$ cat config.mk
export PLATFORM = sky130hd
export DESIGN_NAME = nor_net_evaluator
export DESIGN_NICKNAME = d
export VERILOG_FILES = /design/src/rtl/nor_net_evaluator.sv
export SDC_FILE = /design/constraint.sdc
export NUM_CORES = 1
export LEC_CHECK = 0
export ABC_AREA = 1
export CAP_MARGIN = 5
export CELL_PAD_IN_SITES_DETAIL_PLACEMENT = 1
export CELL_PAD_IN_SITES_GLOBAL_PLACEMENT = 2
export CORE_UTILIZATION = 30
export DETAILED_ROUTE_END_ITERATION = 8
export HOLD_SLACK_MARGIN = 0.12
export PLACE_DENSITY = 0.81
export SYNTH_ARGS = -nofsm -noshare
export SYNTH_HDL_FRONTEND = slang
export SYNTH_SLANG_ARGS = --single-unit
export TNS_END_PERCENT = 50
$ cat constraint.sdc
create_clock -name clk -period 4.05 [get_ports clk]
set_input_delay 0.405 -clock clk [delete_from_list [all_inputs] [get_ports clk]]
set_output_delay 0.405 -clock clk [all_outputs]
set_load 0.01 [all_outputs]
$ cat src/rtl/nor_net_evaluator.sv
// nor_net_evaluator: iterates a genome-configured NOR network one registered step per clock.
// Optional build macro NOR_NET_OSC_DETECT_EN adds early exit on period-2 oscillation.
module nor_net_evaluator #(
    parameter int NUM_GATES   = 6,
    parameter int NUM_INPUTS  = 2,
    parameter int NUM_OUTPUTS = 1,
    parameter int MAX_STEPS   = 16,
    localparam int SEL_W      = $clog2(NUM_GATES + NUM_INPUTS + 1),
    localparam int GENOME_LEN = (2 * NUM_GATES + NUM_OUTPUTS) * SEL_W,
    localparam int STEP_W     = $clog2(MAX_STEPS + 1)
) (
    input  logic                   clk,
    input  logic                   rst_n,
    input  logic                   cfg_shift,
    input  logic                   cfg_bit,
    input  logic                   clear,
    input  logic                   start,
    input  logic [NUM_INPUTS-1:0]  in,
    output logic                   busy,
    output logic                   done,
    output logic                   stable,
    output logic                   osc,
    output logic [STEP_W-1:0]      steps,
    output logic [NUM_GATES-1:0]   gates,
    output logic [NUM_OUTPUTS-1:0] out
);

    localparam int NUM_SRC = 2 ** SEL_W;

    typedef enum logic {
        S_IDLE = 1'b0,
        S_RUN  = 1'b1
    } state_t;

    state_t                  state_q, state_d;
    logic [GENOME_LEN-1:0]   genome_q, genome_d;
    logic [NUM_GATES-1:0]    w_q, w_d;
    logic [NUM_INPUTS-1:0]   in_q, in_d;
    logic [STEP_W-1:0]       steps_q, steps_d;
    logic                    stable_q, stable_d;
    logic                    osc_q, osc_d;
    logic                    done_q, done_d;

    logic [NUM_SRC-1:0]      src_vec;
    logic [NUM_GATES-1:0]    f_w;
    logic                    advance;
    logic                    clr_gates;
    logic                    osc_hit;

    // Selector space: gates, then latched inputs, then constant-0 padding.
    always_comb begin
        src_vec = '0;
        src_vec[NUM_GATES+NUM_INPUTS-1:0] = {in_q, w_q};
    end

    always_comb begin
        f_w = '0;
        for (int i = 0; i < NUM_GATES; i++) begin
            f_w[i] = ~(src_vec[genome_q[(2*i)*SEL_W +: SEL_W]] |
                       src_vec[genome_q[(2*i+1)*SEL_W +: SEL_W]]);
        end
    end

    always_comb begin
        out = '0;
        for (int j = 0; j < NUM_OUTPUTS; j++) begin
            out[j] = src_vec[genome_q[(2*NUM_GATES+j)*SEL_W +: SEL_W]];
        end
    end

`ifdef NOR_NET_OSC_DETECT_EN
    logic [NUM_GATES-1:0] w_prev_q, w_prev_d;

    // w_prev only describes this evaluation once an update has been applied.
    assign osc_hit = (steps_q != '0) && (f_w == w_prev_q);

    always_comb begin
        w_prev_d = w_prev_q;
        if (clr_gates) begin
            w_prev_d = '0;
        end else if (advance) begin
            w_prev_d = w_q;
        end
    end

    always_ff @(posedge clk or negedge rst_n) begin
        if (!rst_n) begin
            w_prev_q <= '0;
        end else begin
            w_prev_q <= w_prev_d;
        end
    end
`else
    assign osc_hit = 1'b0;
`endif

    // Handshake: start is taken only in IDLE; busy stays high from that edge until
    // the edge that raises done, and done is a single-cycle pulse with busy low.
    always_comb begin
        state_d   = state_q;
        genome_d  = genome_q;
        w_d       = w_q;
        in_d      = in_q;
        steps_d   = steps_q;
        stable_d  = stable_q;
        osc_d     = osc_q;
        done_d    = 1'b0;
        advance   = 1'b0;
        clr_gates = 1'b0;
        case (state_q)
            S_IDLE: begin
                if (cfg_shift) begin
                    genome_d = {genome_q[GENOME_LEN-2:0], cfg_bit};
                end
                if (clear) begin
                    w_d       = '0;
                    clr_gates = 1'b1;
                end else if (start) begin
                    in_d     = in;
                    steps_d  = '0;
                    stable_d = 1'b0;
                    osc_d    = 1'b0;
                    state_d  = S_RUN;
                end
            end
            S_RUN: begin
                if (f_w == w_q) begin
                    stable_d = 1'b1;
                    done_d   = 1'b1;
                    state_d  = S_IDLE;
                end else if (osc_hit) begin
                    osc_d   = 1'b1;
                    done_d  = 1'b1;
                    state_d = S_IDLE;
                end else if (steps_q == STEP_W'(MAX_STEPS)) begin
                    done_d  = 1'b1;
                    state_d = S_IDLE;
                end else begin
                    w_d     = f_w;
                    steps_d = steps_q + STEP_W'(1);
                    advance = 1'b1;
                end
            end
            default: state_d = S_IDLE;
        endcase
    end

    always_ff @(posedge clk or negedge rst_n) begin
        if (!rst_n) begin
            state_q  <= S_IDLE;
            genome_q <= '1;
            w_q      <= '0;
            in_q     <= '0;
            steps_q  <= '0;
            stable_q <= 1'b0;
            osc_q    <= 1'b0;
            done_q   <= 1'b0;
        end else begin
            state_q  <= state_d;
            genome_q <= genome_d;
            w_q      <= w_d;
            in_q     <= in_d;
            steps_q  <= steps_d;
            stable_q <= stable_d;
            osc_q    <= osc_d;
            done_q   <= done_d;
        end
    end

    assign busy   = (state_q == S_RUN);
    assign done   = done_q;
    assign stable = stable_q;
    assign osc    = osc_q;
    assign steps  = steps_q;
    assign gates  = w_q;

endmodule

# Yosys cells after proc, flatten, opt, wreduce, memory -nomap -nowiden
# Index checks and enable logic that the tools add are counted.
# word_totals
output_inout_bits	16
in_bits	8
ff_bits	69
word_cells	98
# op_classes
eq_ne	8
n_lt_le_gt_ge	13
n_reduce_logical	6
bitwise	14
muxes	48
n_addsub	1
# ops
cell	n
$lt 4x5->1 const B	13
$bmux 1 s4	13
$mux 1	24
$mux 5	4
$mux 6	3
$pmux 6 s2	1
$reduce_and 3->1	4
$ne 2x2->1 const B	5
$pmux 5 s2	1
$not 1->1	8
$eq 6x6->1	1
$or 1x1->1	6
$add 5x1->5 const B	1
$eq 5x5->1 const B	1
$pmux 1 s2	2
$reduce_and 4->1	1
$ne 2x1->1 const B	1
$reduce_and 2->1	1

# Logic depth before layout (Yosys ltp)
# Gate-level depths: netlist of the first run.
# depth
word_depth	7
depth_mapped	15
mapped_depth_nobuf	14

# Worst setup path before layout of the first run
# OpenSTA, ideal clock, no wires.
# synth_timing
path_kind	reg2reg
start	reg genome_q[44]
end	reg w_q[2] (netlist: gates[2])
t_arrival_ns	1.631
required_ns	3.984
setup_time_ns	0.066
setup_slack_ns	2.354
path_stages_with_launch	14
period_less_slack_ns	1.696
path_buffers	1
cell_sequence	dfstp_2 > buf_2 > nand2_1 > o211ai_1 > nand3_1 > nand3_1 > nand2_1 > nand2_1 > nand2_1 > nor2_4 > nand3_4 > nand3_4 > nand2_1 > nand2_1
# synth_via
elab_chain_len	7
# synth_lines
item	line_no	text
start, declared	36	logic [GENOME_LEN-1:0] genome_q, genome_d;
start signal, assigned	160	genome_q <= genome_d;
$bmux 1 s4	60	src_vec[genome_q[(2*i+1)*SEL_W +: SEL_W]]);
$mux 1 (not written as such)	60	
$or 1x1->1	59	f_w[i] = ~(src_vec[genome_q[(2*i)*SEL_W +: SEL_W]] |
$not 1->1	59	
$eq 6x6->1	127	if (f_w == w_q) begin
$ne 2x2->1 (no line)	n/a	
$reduce_and 3->1 (no line)	n/a	
end signal, assigned	161	w_q <= w_d;
end, declared	37	logic [NUM_GATES-1:0] w_q, w_d;
# No other way between the ends. The select of a mux whose other input is x is not followed.
# A chain may end at the register's enable or synchronous reset.

# Final worst setup path of the first run
# layout_timing
start	reg w_q[5] (netlist: gates[5])
end	out out
# layout_via
elab_chain_len	2
# layout_lines
item	line_no	text
$bmux 1 s4	67	out[j] = src_vec[genome_q[(2*NUM_GATES+j)*SEL_W +: SEL_W]];
$mux 1 (not written as such)	67	
end, declared	25	output logic [NUM_OUTPUTS-1:0] out
# No other way between the ends. The select of a mux whose other input is x is not followed.

==> results.py, run 1 <==
metrics = {
    "routing": {
        "remaining_drc_errors": 0,
        "wirelength_mm": 11.5,
        "detail-route-antenna-nets": 0,
        "viasPerCell": 4.97,
        "wl_per_cell_um": 16.0,
        "drt_iter0_markers": 203,
        "num_vias": 3561,
        "dr.pass1.iters": 4,
    },
    "setup_path": {
        "reg2reg_from": "busy",
        "path_depth": 6,
        "crit_arrival_ps": 2150,
        "reg2reg_to": "genome_q[14]",
        "reg2regPathDepth": 5,
        "crit_type": "reg -> out",
        "crit_fanout": 14,
        "reg2reg_slack_ps": 1530,
        "crit_buf_inv": 2,
        "path_cells": "inv_2 -> a21oi_1 -> o21ai_0 -> a31o_2 -> a31oi_1 -> clkdlybuf4s50_1",
        "critPathMaxStageDelay_ps": 550,
        "required_ps": 3640,
        "critPathTopFamily": "buffers and inverters",
        "cp_slowest_cell": "clkdlybuf4s50_1",
        "cp-end-kind": "primary output",
        "startpoint_type": "register",
    },
    "synth": {
        "synth_compound_area_share_pct": 11.8,
        "yosysTopAreaCell": "dfstp_2",
        "netlist_area_mm2": 0.00402,
        "muxShareOfSynthArea_pct": 0,
        "synth_top_family_by_area": "simple AND/OR/NAND/NOR gates",
        "synth_top_area_share_pct": 34.0,
        "synth_async_sr_flop_share_pct": 100,
        "synth_cell_types": 29,
        "synth_xor_xnor_area_share_pct": 0.436,
        "yosys_register_bits": 68,
        "yosys.area_share.adder_pct": 0.623,
        "synth.most_common_cell": "nand2_1",
        "synth_edf_count": 0,
        "ys_top_cells_by_count": "158 x nand2_1, 65 x nand3_1, 58 x o21ai_0",
        "synthTopCellsByArea": "dfstp_2 34%, nand2_1 15%, dfrtp_1 10%",
        "synth.net_count": 538,
        "synth.yosys.seq_area_share_pct": 44.0,
        "dominantRegCellSynth": "dfstp_2",
        "synthSimpleGateAreaFrac_pct": 33.5,
        "synthCells": 528,
        "ys_warn_count": 0,
        "syn_area_per_cell_um2": 7.61,
    },
    "power": {
        "p_leak_nw": 1.97,
        "p_per_area_mw_per_mm2": 826,
        "ir_worst_vdd_v": 0.000237,
    },
    "final_layout": {
        "final_util_pct": 36.3,
        "final_cell_area_mm2": 0.00466,
        "drive_above_1_share_pct": 22.0,
        "fill_cells": 1564,
        "fin_nets": 550,
        "area_delta_synth_final_pct": 15.9,
        "n_antenna_cell": 0,
    },
    "global_route": {
        "grt_max_degree": 73,
        "grt_pass1_wl_mm": 19.0,
        "grt-ovfl-total": 0,
        "antenna_found_initial": 0,
        "grt_pass1_vias": 3615,
        "track_usage_pct": 17.4,
    },
    "timing": {
        "drv_slew": 0,
        "fmax_mhz": 392,
        "tns_ps": 0,
        "worst_pin_slew_ps": 1180,
        "clock_skew_ps": 5.52,
        "rsz0062_at_grt": "no",
        "finalCritPeriodShare_pct": 63.0,
        "hold_viol": 0,
        "setup_slack_ps": 1500,
        "fin_hold_ws_ps": 269,
        "timing.slew.headroom_pct": 20.9,
        "setup_violations": 0,
        "period_minus_slack_ps": 2550,
    },
    "die": {
        "die_w_um": 118,
        "start_util_pct": 31.3,
        "core_area_mm2": 0.0128,
        "dieArea_mm2": 0.0139,
        "die_h_um": 118,
        "rows": 41,
        "ios": 24,
    },
    "cts": {
        "cts-buffers-inserted": 9,
        "postCtsSetupRepairBufs": 0,
        "ctsLongestPathBuffers": 2,
        "cts.clk_slew.worst_paths_ps": 60,
        "cts_hold_buf": 0,
        "clockRootBuffer": "clkbuf_16",
        "clock_latency_ps": 330,
        "clock_sinks": 68,
        "h-tree-depth": 3,
        "ctsResizeCount": 0,
        "cts_tree": "built",
    },
    "min_path": {
        "min_path_type": "in -> async",
    },
    "placed_design": {
        "place_hpwl_mm": 7.80,
        "place.gp.congestion": 0.809,
        "pre_cts_slack_ps": 1570,
        "placed_area_mm2": 0.00434,
        "port_buffers": 22,
    },
    "job": {
        "maxCapViolCount": 0,
    },
    "outcome": {
        "status": "finished, final reports clean",
    },
}
how the worst max path moves through the flow:
stage,slack [ps],start,to
after floorplan,2350,genome_q[44],gates[2]
after global placement,1640,busy,genome_q[3]
after detailed placement,1570,busy,genome_q[1]
after CTS,1490,gates[5],out
after global routing,1250,busy,genome_q[3]
final,1500,gates[5],out
through the flow:
| stage | cells | power (mW) |
|---|---|---|
| final | 717 | 3.85 |
| after global routing | 717 | 4.16 |
| after CTS | 717 | 3.89 |
| after detailed placement | 701 | 3.00 |
| after global placement | 701 | 2.95 |
| after floorplan | 528 | 2.44 |
flip-flops by register name (all words and copies together), names as in the netlist:
signal,flops
genome_q,52
gates,6
busy,1
done,1
in_q,2
steps,5
stable,1
layout by cell type, fill, tap and decap left out, types with 2 or more instances in the layout:
| cell type | synthesis | layout |
|---|---|---|
| a21oi_1 | 13 | 13 |
| dfrtp_1 | 16 | 16 |
| bufinv_16 | 0 | 2 |
| o211ai_1 | 12 | 12 |
| clkbuf_16 | 0 | 9 |
| nand2_1 | 158 | 157 |
| nand3_1 | 65 | 65 |
| ha_1 | 2 | 2 |
| o21ai_1 | 3 | 3 |
| nand2_2 | 9 | 10 |
| nor2_1 | 8 | 8 |
| clkdlybuf4s50_1 | 0 | 21 |
| xor2_1 | 2 | 2 |
| buf_4 | 5 | 2 |
| o21ai_0 | 58 | 58 |
| nand3_4 | 3 | 3 |
| clkinv_2 | 0 | 3 |
| inv_2 | 16 | 16 |
| nand4_1 | 12 | 12 |
| inv_1 | 52 | 52 |
| nand2_4 | 2 | 2 |
| nand3_2 | 15 | 15 |
| dfstp_2 | 52 | 52 |
per-layer routing:
| metal | global-route usage [%] | up-vias | part of all wire, % |
|---|---|---|---|
| met3 | 3.20 | 14 | 3.4 |
| met1 | 23.1 | 1758 | 47 |
| li1 | - | 1750 | - |
| met5 | 0 | - | 0 |
| met4 | 6.73 | 0 | 1.7 |
| met2 | 28.0 | 39 | 48 |
layout make-up:
class / count / area (um^2) / area share [%]
Multi-Input combinational cell: 369 / 1870 / 40.2
Sequential cell: 68 / 1770 / 37.9
Tap cell: 172 / 215 / 4.62
Clock inverter: 5 / 75.1 / 1.61
Inverter: 68 / 255 / 5.48
Clock buffer: 11 / 243 / 5.21
Timing Repair Buffer: 24 / 230 / 4.94
logic make-up after synthesis:
group / count (synthesis)
simple gates: 276
buf+inv: 91
compound gates: 88
flops: 68
xor+xnor: 2
fa+ha+maj: 2
other cells: 1
power breakdown:
group / internal (mW) / switching (mW) / leakage [nW]
Clock: 0.553 / 0.307 / 0.159
Combinational: 0.617 / 1.09 / 1.07
Sequential: 0.987 / 0.295 / 0.740
Total: 2.16 / 1.69 / 1.97
(Power assumes the default switching activity.)
==> run 2, diff against run 1 <==
==> constraint.sdc (replaced) <==
create_clock -name clk -period 2.5 [get_ports clk]
set_input_delay 0.25 -clock clk [delete_from_list [all_inputs] [get_ports clk]]
set_output_delay 0.25 -clock clk [all_outputs]
set_load 0.01 [all_outputs]
==> run 2 against run 1 <==
  * Non-clock buffer count grew 2
  * First-iteration DRC count shrank 7.9%
  * Global-route usage fell by 0.14 points
  * Worst setup slack worse by 1200 ps
  * Critical path type is now reg -> reg
  * Largest cell class unchanged
  * Largest power group unchanged
==> results.py, run 2 (same netlist as run 1, synthesis figures left out) <==
metrics = {
    "outcome": {
        "status": "finished, final reports clean",
    },
    "timing": {
        "timing.slew.headroom_pct": 51.4,
        "period_minus_slack_ps": 2190,
        "fin_hold_ws_ps": 487,
        "drv_slew": 0,
        "worst_pin_slew_ps": 729,
        "fmax_mhz": 457,
        "finalCritPeriodShare_pct": 87.5,
        "clock_skew_ps": 5.52,
        "tns_ps": 0,
        "setup_violations": 0,
        "rsz0062_at_grt": "no",
        "hold_viol": 0,
        "setup_slack_ps": 312,
    },
    "final_layout": {
        "fin_nets": 552,
        "multi_input_area_mm2": 0.00187,
        "top_register": "genome_q",
        "largest_reg_flops": 52,
        "drive_above_1_share_pct": 22.1,
        "layout_commonest_cell": "nand2_1",
        "fill_cells": 1583,
        "final_cell_area_mm2": 0.00470,
        "regArea_mm2": 0.00177,
        "mostFrequentLayoutCells": "157 x nand2_1, 65 x nand3_1, 58 x o21ai_0",
        "n_antenna_cell": 0,
        "area_delta_synth_final_pct": 17.1,
    },
    "min_path": {
        "hp-start": "genome_q[19]",
        "min_path_type": "reg -> reg",
    },
    "power": {
        "ir_worst_vdd_v": 0.000474,
        "total_power_mw": 6.22,
        "p_per_area_mw_per_mm2": 1320,
        "p_comb_share_pct": 44.2,
        "p_int_mw": 3.52,
        "p_leak_nw": 2.00,
        "swShare_pct": 43.5,
        "power.share.sequential_pct": 33.5,
        "switching_power_mw": 2.70,
        "p_clk_share_pct": 22.2,
    },
    "cts": {
        "cts.clk_slew.worst_paths_ps": 60,
        "h-tree-depth": 3,
        "clock_latency_ps": 330,
        "clockRootBuffer": "clkbuf_16",
        "cts_tree": "built",
        "ctsLongestPathBuffers": 2,
        "postCtsSetupRepairBufs": 0,
        "cts-buffers-inserted": 9,
        "clock_sinks": 68,
    },
    "setup_path": {
        "crit_fanout": 11,
        "cp_slowest_cell": "dfrtp_1",
        "critPathMaxStageDelay_ps": 520,
        "reg2reg_from": "gates[2]",
        "critPathTopFamily": "simple AND/OR/NAND/NOR gates",
        "crit_arrival_ps": 2460,
        "critPathMostFrequentCell": "nand2_1",
        "required_ps": 2770,
        "crit_type": "reg -> reg",
        "startpoint_type": "register",
        "cp-end-kind": "register",
        "crit_buf_inv": 1,
        "path_cells": "inv_2 -> nand2_1 -> nand3_1 -> nand3_1 -> nand3_1 -> nand2_1 -> nand2_1 -> nand2_1 -> nor2_4 -> nand3_4 -> nand3_4 -> nand2_1 -> nand2_1",
        "crit_start": "gates[2]",
    },
    "global_route": {
        "antenna_found_initial": 0,
        "track_usage_pct": 17.3,
        "grt_max_degree": 104,
        "grt-ovfl-total": 0,
        "grt_pass1_wl_mm": 19.1,
        "grt_pass1_vias": 3746,
    },
    "placed_design": {
        "place.gp.congestion": 0.766,
        "placed_area_mm2": 0.00437,
        "port_buffers": 22,
        "pre_cts_slack_ps": 306,
        "place_hpwl_mm": 7.62,
    },
    "routing": {
        "drt_iter0_markers": 187,
        "wirelength_mm": 11.2,
        "num_vias": 3553,
        "detail-route-antenna-nets": 0,
        "viasPerCell": 4.94,
        "dr.pass1.iters": 4,
        "remaining_drc_errors": 0,
        "wl_per_cell_um": 15.6,
    },
    "die": {
        "die_h_um": 118,
        "start_util_pct": 31.3,
        "dieArea_mm2": 0.0139,
        "ios": 24,
        "rows": 41,
        "core_area_mm2": 0.0128,
        "die_w_um": 118,
    },
    "job": {
        "maxCapViolCount": 0,
    },
}
run 2: routing by layer:
metal | global-route usage, % | routed length [um] | vias to the layer above
met5 | 0 | 0 | -
met2 | 29.0 | 5420 | 43
met1 | 22.3 | 5400 | 1738
li1 | - | - | 1757
met4 | 7.29 | 193 | 0
met3 | 2.18 | 215 | 15
run 2: power by group through the flow:
stage	logic, mW	registers, mW	clock network, mW
finish	2.75	2.08	1.38
global route	3.13	2.15	1.46
CTS	2.80	2.09	1.41
detailed placement	2.78	2.10	0
global placement	2.72	2.08	0
floorplan	2.05	1.91	0
run 2: cell type report:
type                       instances  share of cell area [%]
multi-input combinational        369                    39.8
inverter                          68                    5.43
sequential                        68                    37.6
clock inverter                     4                    1.54
timing repair buffer              26                    5.85
tap                              172                    4.57
clock buffer                      12                    5.24
run 2: tightest hold or removal path: stages (launching register included):
cell	delay [ps]
dfstp_2	360
nand2_1	50
o21ai_0	70
run 2: final timing paths:
check	endpoint	slack, ps	cells past startpoint
worst min register to register	genome_q[19]	490	2
worst max register to register	gates[0]	310	13
max in group asynchronous	genome_q[31]	1250	3
worst max-delay path	gates[0]	310	13
worst min-delay path	genome_q[19]	490	2
min in group asynchronous	done	530	2
run 2: per-stage QoR:
step | cells | util, %
floorplan | 528 | -
global placement | 702 | 34.1
detailed placement | 702 | 34.1
CTS | 719 | 36.7
global route | 719 | 36.7
finish | 719 | 36.7
run 2: what timing repair did:
action	4_1_cts	5_1_grt
resized for setup	1	1
endpoints found under the hold margin	1	0
endpoints found under the setup margin	1	1
hold buffers	1	0
==> run 3, diff against run 2 <==
==> constraint.sdc (replaced) <==
create_clock -name clk -period 2.5 [get_ports clk]
set_input_delay 0.25 -clock clk [delete_from_list [all_inputs] [get_ports clk]]
set_output_delay 0.25 -clock clk [all_outputs]
set_load 0.05 [all_outputs]
==> run 3 against run 2 <==
  * Non-clock buffer count increased by 1
  * Global-route usage decreased by 0.11 points
  * Die area unchanged
  * Clock power hardly changed
  * Power up 5.3%
  * Via count down 0.87%
  * Count of clock-buffer cells in the layout decreased by 1
  * Cell area unchanged
  * Wire length shrank 0.50%
  * Maximum frequency fell by 2.2%
  * Critical path type is now reg -> out
==> results.py, run 3 (same netlist as run 1, synthesis figures left out) <==
metrics = {
    "routing": {
        "dr.pass1.iters": 4,
        "wirelength_mm": 11.2,
        "remaining_drc_errors": 0,
        "viasPerCell": 4.89,
        "detail-route-antenna-nets": 0,
        "drt_iter0_markers": 203,
        "num_vias": 3522,
        "wl_per_cell_um": 15.5,
    },
    "power": {
        "swShare_pct": 46.3,
        "p_comb_share_pct": 47.4,
        "p_int_mw": 3.52,
        "p_leak_nw": 2.00,
        "power.share.sequential_pct": 31.6,
        "p_per_area_mw_per_mm2": 1390,
        "ir_worst_vdd_v": 0.000396,
        "switching_power_mw": 3.03,
        "p_clk_share_pct": 21.0,
    },
    "setup_path": {
        "required_ps": 2250,
        "cp-end-kind": "primary output",
        "critPathMaxStageDelay_ps": 920,
        "crit_arrival_ps": 1990,
        "cp_slowest_cell": "clkdlybuf4s50_1",
        "crit_buf_inv": 1,
        "crit_fanout": 14,
        "path_cells": "clkdlybuf4s50_1",
        "startpoint_type": "register",
        "crit_type": "reg -> out",
        "critPathTopFamily": "buffers and inverters",
    },
    "cts": {
        "cts.clk_slew.worst_paths_ps": 60,
        "clock_sinks": 68,
        "ctsLongestPathBuffers": 2,
        "cts_tree": "built",
        "h-tree-depth": 3,
        "clock_latency_ps": 330,
        "cts-buffers-inserted": 9,
        "clockRootBuffer": "clkbuf_16",
    },
    "placed_design": {
        "place.gp.congestion": 0.789,
        "place_hpwl_mm": 7.71,
        "dp_cells": 703,
        "port_buffers": 22,
        "placed_area_mm2": 0.00438,
    },
    "min_path": {
        "min_path_type": "reg -> reg",
    },
    "timing": {
        "drv_slew": 0,
        "rsz0062_at_grt": "no",
        "period_minus_slack_ps": 2240,
        "clock_skew_ps": 4.76,
        "timing.slew.headroom_pct": 50.4,
        "tns_ps": 0,
        "setup_violations": 0,
        "worst_pin_slew_ps": 743,
        "hold_viol": 0,
        "fmax_mhz": 447,
        "finalCritPeriodShare_pct": 89.5,
    },
    "global_route": {
        "track_usage_pct": 17.2,
        "grt_max_degree": 104,
        "grt_pass1_vias": 3641,
        "grt-ovfl-total": 0,
        "antenna_found_initial": 0,
        "grt_pass1_wl_mm": 18.8,
    },
    "final_layout": {
        "largest_reg_flops": 52,
        "top_register": "genome_q",
        "area_delta_synth_final_pct": 17.1,
        "drive_above_1_share_pct": 22.4,
        "final_cell_area_mm2": 0.00470,
        "mostFrequentLayoutCells": "157 x nand2_1, 65 x nand3_1, 58 x o21ai_0",
        "layout_commonest_cell": "nand2_1",
        "fin_cells": 720,
        "n_antenna_cell": 0,
        "fin_nets": 553,
    },
    "die": {
        "die_w_um": 118,
        "rows": 41,
        "die_h_um": 118,
        "core_area_mm2": 0.0128,
        "dieArea_mm2": 0.0139,
        "ios": 24,
        "start_util_pct": 31.3,
    },
    "job": {
        "maxCapViolCount": 0,
    },
    "outcome": {
        "status": "finished, final reports clean",
    },
}
==> run 3: what timing repair did <==
item                      in CTS  in global routing
hold buffers                   1                  0
gates resized for setup        0                  0
hold endpoints to repair       3                  0
buffers inserted               0                  0
==> run 3: worst reg2reg max path: stages (launching register included) <==
cell	delay (ps)
dfrtp_1	590
inv_2	250
nand2_1	150
nand3_1	90
nand3_1	90
nand3_1	100
nand2_1	100
nand2_1	60
nand2_2	80
nand2_4	70
nor2_8	150
nand3_4	120
nand3_4	140
nand2_1	70
nand2_1	70
==> run 3: per-layer routing <==
metal,wire (um),vias to the layer above,share of wire (%),global-route usage (%)
met5,0,-,0,0
met4,145,0,1.3,6.73
met3,324,8,2.9,2.28
met2,5380,40,48,29.2
met1,5320,1725,48,22.0
li1,-,1749,-,-
==> run 3: area by class of cell <==
cell class	instances	area, um^2
fill	1573	8120
multi-input combinational	369	1870
sequential	68	1770
timing repair buffer	27	278
inverter	68	255
clock buffer	11	243
tap	172	215
clock inverter	5	75.1
==> run 3: worst paths after layout <==
kind	startpoint	to	slack, ps	cells after the start
max reg2reg	gates[2]	gates[2]	300	14
max	busy	busy	260	1
min	genome_q[7]	genome_q[7]	490	2
max in group asynchronous	rst_n	genome_q[33]	1250	3
min reg2reg	genome_q[7]	genome_q[7]	490	2
min in group asynchronous	rst_n	steps[0]	540	2
==> run 3: power by group through the flow <==
stage                     Combinational, mW  Sequential [mW]  Clock, mW
after floorplan                        2.11             2.19          0
after global placement                 3.05             2.06          0
after detailed placement               3.13             2.08          0
after CTS                              3.14             2.08       1.41
after global routing                   3.47             2.13       1.46
final                                  3.10             2.07       1.38
==> run 3: metrics by stage <==
stage	utilization (%)	setup WS [ps]	hold slack [ps]	power, mW
floorplan	-	112	-45.6	4.30
global placement	34.1	376	350	5.11
detailed placement	34.1	336	361	5.21
CTS	36.7	251	490	6.63
global route	36.7	128	518	7.07
finish	36.7	262	488	6.55
